### config.mk
export PLATFORM = sky130hd
export DESIGN_NAME = iec_sd_arb
export DESIGN_NICKNAME = d
export VERILOG_FILES = /design/src/rtl/iec_sd_pkg.sv /design/src/rtl/iec_sd_arb_rr_pick.sv /design/src/rtl/iec_sd_arb.sv
export SDC_FILE = /design/constraint.sdc
export NUM_CORES = 1
export LEC_CHECK = 0
export BUFFER_PORTS_ARGS = -buffer_cell sky130_fd_sc_hd__buf_2
export CORE_ASPECT_RATIO = 0.8
export CORE_MARGIN = 3
export CORE_UTILIZATION = 48
export CTS_BUF_LIST = sky130_fd_sc_hd__clkbuf_4 sky130_fd_sc_hd__clkbuf_8
export CTS_CLUSTER_DIAMETER = 100
export DETAILED_ROUTE_END_ITERATION = 8
export PLACE_DENSITY = 0.82
export SKIP_CTS_REPAIR_TIMING = 1
export SLEW_MARGIN = 15
export SYNTH_ARGS = -nofsm -noshare
export SYNTH_HDL_FRONTEND = slang
export SYNTH_SLANG_ARGS = --single-unit
### constraint.sdc
create_clock -name clk_sys -period 3.98 [get_ports clk_sys]
set_clock_uncertainty 0.15 [all_clocks]
set_input_delay 0.796 -clock clk_sys [delete_from_list [all_inputs] [get_ports clk_sys]]
set_output_delay 0.796 -clock clk_sys [all_outputs]
set_load 0.005 [all_outputs]
### src/rtl/iec_sd_pkg.sv
// Shared types and constants for the IEC drive SD-channel arbiter.
package iec_sd_pkg;

  localparam int GW = 2;
  localparam logic [23:0] TIMEOUT_DEFAULT = 24'd12000000;

  typedef enum logic [1:0] {
    ST_IDLE    = 2'd0,
    ST_REQ     = 2'd1,
    ST_XFER    = 2'd2,
    ST_RELEASE = 2'd3
  } state_t;

  typedef enum logic {
    OP_READ  = 1'b0,
    OP_WRITE = 1'b1
  } op_t;

  // Round-robin successor of index g among n requesters.
  function automatic logic [GW-1:0] next_ptr(input logic [GW-1:0] g, input int n);
    if (int'(g) >= n - 1) return '0;
    else return g + 1'b1;
  endfunction

endpackage

### src/rtl/iec_sd_arb_rr_pick.sv
// Combinational round-robin priority encoder: first set request at or after ptr, wrapping.
module rr_pick #(
  parameter int N  = 4,
  parameter int GW = 2
) (
  input  logic [N-1:0]  req,
  input  logic [GW-1:0] ptr,
  output logic [GW-1:0] idx,
  output logic          valid
);

  // Scan N candidates starting at ptr; the first hit wins.
  always_comb begin
    logic [GW-1:0] c;
    idx   = '0;
    valid = 1'b0;
    c     = '0;
    for (int i = 0; i < N; i++) begin
      c = GW'((int'(ptr) + i) % N);
      if (!valid && req[c]) begin
        valid = 1'b1;
        idx   = c;
      end
    end
  end

endmodule

### src/rtl/iec_sd_arb.sv
// Arbitrates per-drive sector requests onto the single host SD block channel.
//
// state   | meaning
// --------+-------------------------------------------------------------
// IDLE    | searching pending requests from the round-robin pointer
// REQ     | host request asserted, waiting for ack / abort / timeout
// XFER    | host ack high, strobe and readback routed to granted drive
// RELEASE | one cycle after ack falls, pointer moves past the grant
module iec_sd_arb
  import iec_sd_pkg::*;
#(
  parameter int          NDRIVES = 4,
  parameter logic [23:0] TIMEOUT = TIMEOUT_DEFAULT
) (
  input  logic                    clk_sys,
  input  logic                    reset,
  input  logic [NDRIVES*32-1:0]   drv_lba,
  input  logic [NDRIVES-1:0]      drv_rd,
  input  logic [NDRIVES-1:0]      drv_wr,
  output logic [NDRIVES-1:0]      drv_ack,
  output logic [NDRIVES-1:0]      drv_buff_wr,
  input  logic [NDRIVES*8-1:0]    drv_buff_din,
  output logic [31:0]             sd_lba,
  output logic                    sd_rd,
  output logic                    sd_wr,
  input  logic                    sd_ack,
  input  logic                    sd_buff_wr,
  output logic [7:0]              sd_buff_din,
  output logic                    busy,
  output logic [GW-1:0]           grant,
  output logic                    timeout_err
);

  state_t        state, state_nxt;
  op_t           op, op_nxt;
  logic [GW-1:0] ptr, ptr_nxt, grant_nxt;
  logic [31:0]   lba_nxt;
  logic [23:0]   cnt, cnt_nxt;
  logic          rd_nxt, wr_nxt, terr_nxt;
  logic [GW-1:0] pick_idx;
  logic          pick_valid;
  logic          timeout_hit;

  logic [31:0] lba_arr [NDRIVES];
  logic [7:0]  din_arr [NDRIVES];

  for (genvar i = 0; i < NDRIVES; i++) begin : g_unpack
    assign lba_arr[i] = drv_lba[32*i +: 32];
    assign din_arr[i] = drv_buff_din[8*i +: 8];
  end

  rr_pick #(.N(NDRIVES), .GW(GW)) u_pick (
    .req   (drv_rd | drv_wr),
    .ptr   (ptr),
    .idx   (pick_idx),
    .valid (pick_valid)
  );

  // Widened so a counter at all-ones cannot wrap past the limit.
  assign timeout_hit = ({1'b0, cnt} + 25'd1) >= {1'b0, TIMEOUT};
  assign busy        = (state != ST_IDLE);

  // State and registered host-side outputs.
  always_ff @(posedge clk_sys) begin
    if (reset) begin
      state       <= ST_IDLE;
      op          <= OP_READ;
      ptr         <= '0;
      grant       <= '0;
      sd_lba      <= '0;
      cnt         <= '0;
      sd_rd       <= 1'b0;
      sd_wr       <= 1'b0;
      timeout_err <= 1'b0;
    end else begin
      state       <= state_nxt;
      op          <= op_nxt;
      ptr         <= ptr_nxt;
      grant       <= grant_nxt;
      sd_lba      <= lba_nxt;
      cnt         <= cnt_nxt;
      sd_rd       <= rd_nxt;
      sd_wr       <= wr_nxt;
      timeout_err <= terr_nxt;
    end
  end

  // Next-state logic; host request lines default low so every exit from REQ drops them.
  always_comb begin
    state_nxt = state;
    op_nxt    = op;
    ptr_nxt   = ptr;
    grant_nxt = grant;
    lba_nxt   = sd_lba;
    cnt_nxt   = cnt;
    rd_nxt    = 1'b0;
    wr_nxt    = 1'b0;
    terr_nxt  = 1'b0;
    case (state)
      ST_IDLE: begin
        if (pick_valid) begin
          grant_nxt = pick_idx;
          lba_nxt   = lba_arr[pick_idx];
          op_nxt    = drv_wr[pick_idx] ? OP_WRITE : OP_READ;
          cnt_nxt   = '0;
          state_nxt = ST_REQ;
        end
      end
      ST_REQ: begin
        if (sd_ack) begin
          state_nxt = ST_XFER;
        end else if (!(drv_rd[grant] || drv_wr[grant])) begin
          state_nxt = ST_IDLE;
          ptr_nxt   = next_ptr(grant, NDRIVES);
        end else if (timeout_hit) begin
          state_nxt = ST_IDLE;
          ptr_nxt   = next_ptr(grant, NDRIVES);
          terr_nxt  = 1'b1;
        end else begin
          rd_nxt = (op == OP_READ);
          wr_nxt = (op == OP_WRITE);
          if (cnt != '1) cnt_nxt = cnt + 24'd1;
        end
      end
      ST_XFER: begin
        if (!sd_ack) state_nxt = ST_RELEASE;
      end
      ST_RELEASE: begin
        ptr_nxt   = next_ptr(grant, NDRIVES);
        state_nxt = ST_IDLE;
      end
      default: state_nxt = ST_IDLE;
    endcase
  end

  // Drive-side routing: only the granted drive sees ack, strobe and readback.
  always_comb begin
    drv_ack     = '0;
    drv_buff_wr = '0;
    sd_buff_din = '0;
    if (state == ST_REQ || state == ST_XFER) drv_ack[grant] = sd_ack;
    if (state == ST_XFER) begin
      drv_buff_wr[grant] = sd_buff_wr;
      sd_buff_din        = din_arr[grant];
    end
  end

endmodule
Word level (Yosys, flattened, before mapping)
Index checks and enable logic that the tools add are counted.

word-level totals
  register bits = 66
  input bits = 172
  output and inout bits = 54
  word-level logic and storage cells = 117

cells by class
  add/subtract/negate cells = 6
  $lt $le $gt $ge = 11
  eq/ne operators = 12
  mux-type cells = 52
  bitwise logic cells = 8
  reductions and logical operators = 19

operators with widths
  kind                                                                           count
  24-bit two-way mux                                                             5
  32-bit binary-select mux with 2-bit select                                     1
  32-bit two-way mux                                                             2
  24-bit one-hot mux with 2 select lines                                         1
  2-bit two-way mux                                                              13
  24-bit by 1-bit adder with 25-bit output (second input constant)               1
  25-bit by 24-bit >= comparator with 1-bit output (second input constant)       1
  24-bit by 1-bit adder with 24-bit output (second input constant)               1
  8-bit two-way mux                                                              3
  24-bit != test (second input constant)                                         1
  2-bit by 3-bit less-than comparator with 1-bit output (second input constant)  6
  8-bit binary-select mux with 2-bit select                                      1
  1-bit binary-select mux with 2-bit select                                      7
  1-bit two-way mux                                                              14
  2-bit != test (second input constant)                                          6
  4-bit AND                                                                      2
  4-bit two-way mux                                                              2
  2-bit one-hot mux with 4 select lines                                          1
  3-bit >= comparator (second input constant)                                    2
  2-bit NOT with 3-bit output                                                    2
  3-bit AND reduction                                                            2
  6-bit AND reduction                                                            1
  2-bit nonzero test                                                             3
  5-bit OR reduction                                                             1
  other kinds (18)                                                               29

Longest topological paths before layout
Gate-level depths: netlist (run 1).

  depth after elaboration = 17
  mapped depth = 11
  gate-level depth less buffers = 9

By module
A second synthesis (run 1) with hierarchy kept.

unflattened totals
  cell total of the unflattened synthesis = 553
  area, all modules = 4803.4 um2

by module, submodules not included
  module      instances  cells an instance  area each (um2)
  iec_sd_arb  1          538                4725.8
  rr_pick     1          15                 77.6

Worst setup path before layout (run 1)
Ideal clock, no wire load.

  kind = register -> register
  start = register cnt[0]
  end = register cnt[3]
  library setup time = 0.120 ns
  arrival = 2.871 ns
  path slack = 0.839 ns
  cell stages (with the launch flop) = 12
  path buffers = 2
  clock period less this slack = 3.141 ns
  path through = dfxtp_1 ha_1 nand4_1 or4_1 buf_2 or3_1 a211o_1 nor4_4 a211o_4 buf_6 nor4_1 a211o_1

on the way
  word-level cells in the longest chain between the ends = 6
  elaborated cells on any way between the ends = 12

RTL lines
  element                                                                                           RTL line          source
  from (decl)                                                                                       iec_sd_arb.sv:38  logic [23:0] cnt, cnt_nxt;
  from (signal assigned)                                                                            iec_sd_arb.sv:81  cnt <= cnt_nxt;
  parallel branches: the longest is 6 deep, another holds 24-bit by 1-bit adder with 25-bit output  --

Several ways; the timed one is not identified. The select of a mux whose other input is x is not followed.
A chain may end at the register's enable or synchronous reset.

Worst setup path in the final report (run 1)
  start = register cnt[0]
  end = register cnt[10]

The elaborated chain is that of the path after synthesis.

==> run_results.csv, run 1 <==
group,metric,value,unit
clock_tree,cts_tree,"done",
final_layout,syn_to_final_growth,30.0,%
timing,max_freq,277,MHz
logic_synthesis,syn-cell-area,0.00471,mm2
logic_synthesis,async_flop_share,0,
global_route,grt_use_total,0.282,
logic_synthesis,ys.flop_type,"dfxtp_1",
global_route,grt_max_degree,59,
detailed_routing,ant_nets,0,
floorplanning,start_util,0.506,
logic_synthesis,syn_inst,683,
power_and_ir_drop,swShare,0.336,
place,port_buffers,225,
logic_synthesis,ys_ff_latch,66,
place,postPlaceCellArea,0.00590,mm2
power_and_ir_drop,power_frac_clock,0.292,
critical_path,slowest_delay,0.57,ns
clock_tree,cts_buffer_depth,2,
power_and_ir_drop,switchingPower,0.713,mW
place,dpl.hpwl,11.9,mm
logic_synthesis,yosys.area.top_type,"dfxtp_1",
global_route,antenna_found_initial,0,
critical_path,crit_family,"simple AND/OR/NAND/NOR gates",
floorplanning,die_h,94.6,um
detailed_routing,vias_per_cell,5.76,
critical_path,required,4.13,ns
logic_synthesis,synth_fp_nets,865,
final_layout,num_antenna_cells,0,
floorplanning,rows,31,
clock_tree,root_buffer,"clkbuf_8",
logic_synthesis,yosysTopAreaCellShare,0.281,
global_route,grt_pass1_vias,5121,
logic_synthesis,synth_area_per_cell,6.89,um2
critical_path,cpMaxStageDelayCell,"or4_1",
timing,drv_slew,0,
timing,worstMarginPinSlew,1.05,ns
logic_synthesis,synth_edf_count,0,
clock_tree,cts_sinks,66,
critical_path,start_kind,"register",
timing,period_needed,3.61,ns
status,outcome,"finished clean",
critical_path,crit_type,"reg -> reg",
place,gp_congestion,0.924,
detailed_routing,vias,5759,
power_and_ir_drop,pwr-share-comb,0.341,
logic_synthesis,synth_seq_area_share,0.281,
final_layout,final_cell_area,0.00612,mm2
final_layout,final_util,0.657,
critical_path,path_cells,"ha_1, nand4_1, or4_1, or3_1, a211o_1, nor4_4, a211o_4, and2_1, a221o_1",
detailed_routing,route.detailed.drc,0,
clock_tree,clk_pin_slew_worst_paths,0.07,ns
clock_tree,clock_latency,0.35,ns
logic_synthesis,yosys_warnings,0,
critical_path,path_max_fanout,11,
power_and_ir_drop,power.internal,1.41,mW
timing,tns,0,ns
floorplanning,core-area,0.00931,mm2
power_and_ir_drop,ir_drop,155,uV
power_and_ir_drop,p_leak,2.90,nW
timing,finalCritPeriodShare,0.906,
timing,rsz0062_at_grt,"no",
timing,setup_violations,0,
power_and_ir_drop,seqPwrFrac,0.366,
detailed_routing,wirelength,15.8,mm
timing,max-slew-margin-rel,0.298,
final_layout,final_nets,1062,
detailed_routing,drtPass1Iterations,5,
clock_tree,h-tree-depth,3,
clock_tree,cts_buffers,9,
critical_path,critPathBufInv,0,
final_layout,layout-drive-gt1-share,0.311,
floorplanning,io_pins,226,
global_route,grt_pass1_wl,24.7,mm
detailed_routing,detail_route.iter0.violations,476,
run,drv_cap,0,
timing,final-hold-violation-count,0,
logic_synthesis,synth.distinct_cells,61,
detailed_routing,drt-wirelength-per-cell,15.8,um
logic_synthesis,synth_area_leaders,"dfxtp_1 (28%), nand2_1 (15%), nand3_1 (12%), a21oi_1 (5.1%), mux4_2 (4.3%)",
floorplanning,die_area,0.0110,mm2
global_route,grt_overflow,0,
power_and_ir_drop,p_per_area,346,mW/mm2
min_path,hp-class,"reg -> reg",
critical_path,cp_data_arrival_time,3.76,ns
floorplanning,die_x,117,um
critical_path,critPathCaptureType,"register",
stage by stage:
step	std cells	worst slack [ns]	total power [mW]	hold slack [ns]
2_1_floorplan	683	0.839	1.22	0.256
3_3_place_gp	984	0.529	1.51	0.290
3_5_place_dp	984	0.424	1.51	0.293
4_1_cts	999	0.414	2.13	0.302
5_1_grt	999	0.124	2.25	0.316
6_report	999	0.374	2.12	0.302
final cells by class:
cell class	instances	area (um2)
Tap cell	115	144
Multi-Input combinational cell	557	3170
Inverter	11	41.3
Timing Repair Buffer	235	1230
Sequential cell	66	1320
Clock inverter	3	65.1
Clock buffer	12	146
Fill cell	883	3190
routing by layer:
metal  routed length [um]  vias up  track usage
met5                    0        -            0
met4                  415        0        0.105
met3                 1770       47       0.0846
met2                 7520      319        0.471
met1                 6080     2582        0.342
li1                     -     2811            -
cells in the mapped netlist, drive strengths merged (4+ instances only):
library cell,n
or3,7
a21o,6
inv,11
nand2,185
clkbuf,36
mux4,9
nor2,26
nand3,116
nor3,11
and2,12
buf,13
or4,4
ha,10
nor4,6
nand2b,5
a21oi,48
o21ai,10
o2bb2ai,10
a31oi,5
dfxtp,66
and3,15
a22o,8
or2,4
nor2b,5
nand4,10
state kept, by name (all words and copies together), names as in the netlist, named ones only:
register	flops
sd_lba	32
cnt	24
state	1
timeout_err	1
grant	2
sd_wr	1
ptr	2
sd_rd	1
op	1
worst paths after layout:
kind,startpoint,endpoint,slack [ns],depth (start not counted)
min reg2reg,sd_lba[21],sd_lba[21],0.30,2
min,sd_lba[21],sd_lba[21],0.30,2
max,cnt[0],cnt[10],0.37,9
max reg2reg,cnt[0],cnt[10],0.37,9
power groups by stage:
stage / Clock, mW / Combinational [mW] / Sequential, mW
after floorplan: 0 / 0.430 / 0.790
after detailed placement: 0 / 0.722 / 0.790
after global placement: 0 / 0.719 / 0.787
after global routing: 0.656 / 0.812 / 0.786
after CTS: 0.627 / 0.724 / 0.776
final: 0.619 / 0.723 / 0.776
kinds of logic (layout without fill, tap and decap cells):
group           after synthesis  after routing  share of synthesized area
compound gates              119            119                      0.171
simple gates                413            413                      0.413
xor+xnor                      5              5                    0.00931
flops                        66             66                      0.281
fa+ha+maj                    10             10                     0.0266
mux                          10             10                     0.0452
buf+inv                      60            261                     0.0534
worst register-to-register path, cell delays in order (launching register included):
cell and delay, ns:
dfxtp_1 0.45, ha_1 0.29, nand4_1 0.19, or4_1 0.57, or3_1 0.35, a211o_1 0.32
nor4_4 0.34, a211o_4 0.28, and2_1 0.40, a221o_1 0.21
placed cells by master, fill, tap and decap left out, types with 7 or more instances in the layout:
cell type  count
inv_1         11
a21oi_1       47
nor3_1        11
or3_1          7
dfxtp_1       66
buf_2        225
o2bb2ai_1     10
and3_1        15
nand3_1      115
and2_1        12
mux4_2         9
o21ai_0       10
buf_4          8
nand2_1      185
nor2_1        25
nand4_1       10
clkbuf_8       9
a22o_1         8
ha_1          10
Power figures use the tool's default switching activity.
==> run 2: changes to the inputs <==
- CELL_PAD_IN_SITES_DETAIL_PLACEMENT: not set -> 1
- CELL_PAD_IN_SITES_GLOBAL_PLACEMENT: not set -> 1
- CORE_UTILIZATION: 48 -> 33
- PLACE_DENSITY: 0.82 -> 0.83
==> run 2 against run 1 <==
Utilization is 21 points lower. Register-to-register slack worse by 0.05 ns. Clock-buffer cell count is 1 higher. Critical endpoint is now cnt[18]. Largest power group unchanged. Highest routed layer unchanged.
==> run_results.csv, run 2 (synthesis results as in run 1) <==
group,metric,value,unit
critical_path,reg2reg_depth,9,
clock_tree,clk_pin_slew_worst_paths,0.08,ns
critical_path,rr_endpoint,"cnt[18]",
floorplanning,rows,38,
min_path,hp-start,"sd_lba[8]",
global_route,grt_max_degree,48,
critical_path,start_kind,"register",
final_layout,largest-register,"sd_lba",
timing,finalCritPeriodShare,0.918,
place,port_buffers,225,
global_route,antenna_found_initial,1,
timing,drv_slew,0,
critical_path,path_max_fanout,17,
detailed_routing,top_layer_used,"met4",
timing,period_needed,3.65,ns
final_layout,final_nets,1066,
clock_tree,cts_buffers,9,
final_layout,final_common_cell,"buf_2",
min_path,whs_endpoint,"sd_lba[8]",
detailed_routing,met1Wirelength,7.91,mm
global_route,grt_pass1_wl,30.3,mm
global_route,grt_overflow,0,
floorplanning,io_pins,226,
clock_tree,cts_tree,"done",
place,dpl.hpwl,14.6,mm
critical_path,slowest_delay,0.58,ns
timing,final-hold-violation-count,0,
final_layout,layout-drive-gt1-share,0.315,
critical_path,required,4.13,ns
critical_path,r2r_setup_slack,0.33,ns
detailed_routing,drtPass1Iterations,5,
timing,max_freq,274,MHz
detailed_routing,wl_met3,1.33,mm
clock_tree,cts_sinks,66,
clock_tree,cts_buffer_depth,2,
place,dp.cells,1053,
floorplanning,die_area,0.0157,mm2
power_and_ir_drop,p_leak,2.90,nW
power_and_ir_drop,ir_drop,153,uV
critical_path,path_cells,"ha_1, nand4_1, or4_1, or3_1, a211o_1, nor4_4, a211o_4, and2_1, a221o_1",
detailed_routing,drt-wirelength-per-cell,17.7,um
critical_path,r2r_start,"cnt[0]",
critical_path,critPathCaptureType,"register",
timing,rsz0062_at_grt,"no",
floorplanning,die_h,113,um
detailed_routing,ant_nets,0,
timing,tns,0,ns
final_layout,largest_register_ffs,32,
detailed_routing,dr_wl_met2,9.58,mm
detailed_routing,vias,5789,
min_path,hp-class,"reg -> reg",
detailed_routing,wirelength,19.0,mm
detailed_routing,detail_route.iter0.violations,306,
final_layout,final_cell_mix,"buf_2 (225), nand2_1 (185), nand3_1 (115), dfxtp_1 (66), a21oi_1 (47)",
min_path,whs_path_depth,2,
final_layout,syn_to_final_growth,31.3,%
critical_path,cp_data_arrival_time,3.80,ns
floorplanning,die_x,140,um
run,drv_cap,0,
detailed_routing,route.detailed.drc,0,
timing,worstMarginPinSlew,1.13,ns
final_layout,n_fill_cell,1850,
detailed_routing,vias_per_cell,5.41,
status,outcome,"finished clean",
timing,setup_violations,0,
floorplanning,start_util,0.342,
place,pre_cts_slack,0.376,ns
place,gp_congestion,0.892,
critical_path,crit_type,"reg -> reg",
clock_tree,root_buffer,"clkbuf_8",
power_and_ir_drop,p_per_area,331,mW/mm2
floorplanning,core-area,0.0137,mm2
global_route,grt_use_total,0.235,
global_route,grt_pass1_vias,5756,
timing,max-slew-margin-rel,0.249,
clock_tree,h-tree-depth,3,
clock_tree,clock_latency,0.35,ns
final_layout,biggestRegsByFlops,"sd_lba x32, cnt x24",
critical_path,cpMaxStageDelayCell,"or4_1",
timing,setup_ws,0.326,ns
final_layout,final-instance-count-excl-fill,1070,
run 2: worst max path at each step:
stage	cells after the start	endpoint	slack (ns)	start
5_1_grt	9	cnt[18]	0.07	cnt[0]
4_1_cts	9	cnt[18]	0.35	cnt[0]
2_1_floorplan	11	cnt[3]	0.84	cnt[0]
3_5_place_dp	9	cnt[18]	0.38	cnt[0]
3_3_place_gp	9	cnt[10]	0.46	cnt[0]
6_report	9	cnt[18]	0.33	cnt[0]
run 2: metrics by stage:
stage / util / hold WS, ns / total power [mW] / cell area [um2]
final: 0.450 / 0.304 / 2.04 / 6180
after global routing: 0.450 / 0.325 / 2.19 / 6180
after CTS: 0.450 / 0.304 / 2.07 / 6180
after detailed placement: 0.437 / 0.293 / 1.54 / 6000
after global placement: 0.437 / 0.290 / 1.52 / 6000
after floorplan: - / 0.256 / 1.22 / 4710
run 2: metal layers:
| layer | GRT usage | vias to the layer above |
|---|---|---|
| met3 | 0.0587 | 12 |
| met2 | 0.429 | 202 |
| li1 | - | 2815 |
| met1 | 0.284 | 2760 |
| met4 | 0.0430 | 0 |
| met5 | 0 | - |
run 2: final cells by class:
| cell class | count | area, um2 | share of cell area |
|---|---|---|---|
| Clock buffer | 13 | 160 | 0.0259 |
| Tap cell | 180 | 225 | 0.0364 |
| Antenna cell | 1 | 2.50 | 0.000405 |
| Timing Repair Buffer | 239 | 1240 | 0.201 |
| Clock inverter | 3 | 15.0 | 0.00243 |
| Multi-Input combinational cell | 557 | 3170 | 0.513 |
| Sequential cell | 66 | 1320 | 0.214 |
| Inverter | 11 | 41.3 | 0.00668 |
run 2: where the power goes:
part | internal, mW | switching [mW]
logic | 0.306 | 0.442
clock network | 0.261 | 0.260
registers | 0.732 | 0.0417
run 2: critical path: cells and delay by family (launching register included):
family	cells	cell delay [ns]
AO/OA/AOI/OAI	3	0.85
AND/OR/NAND/NOR	5	1.86
flip-flops	1	0.46
adder cells (fa/ha/maj)	1	0.29
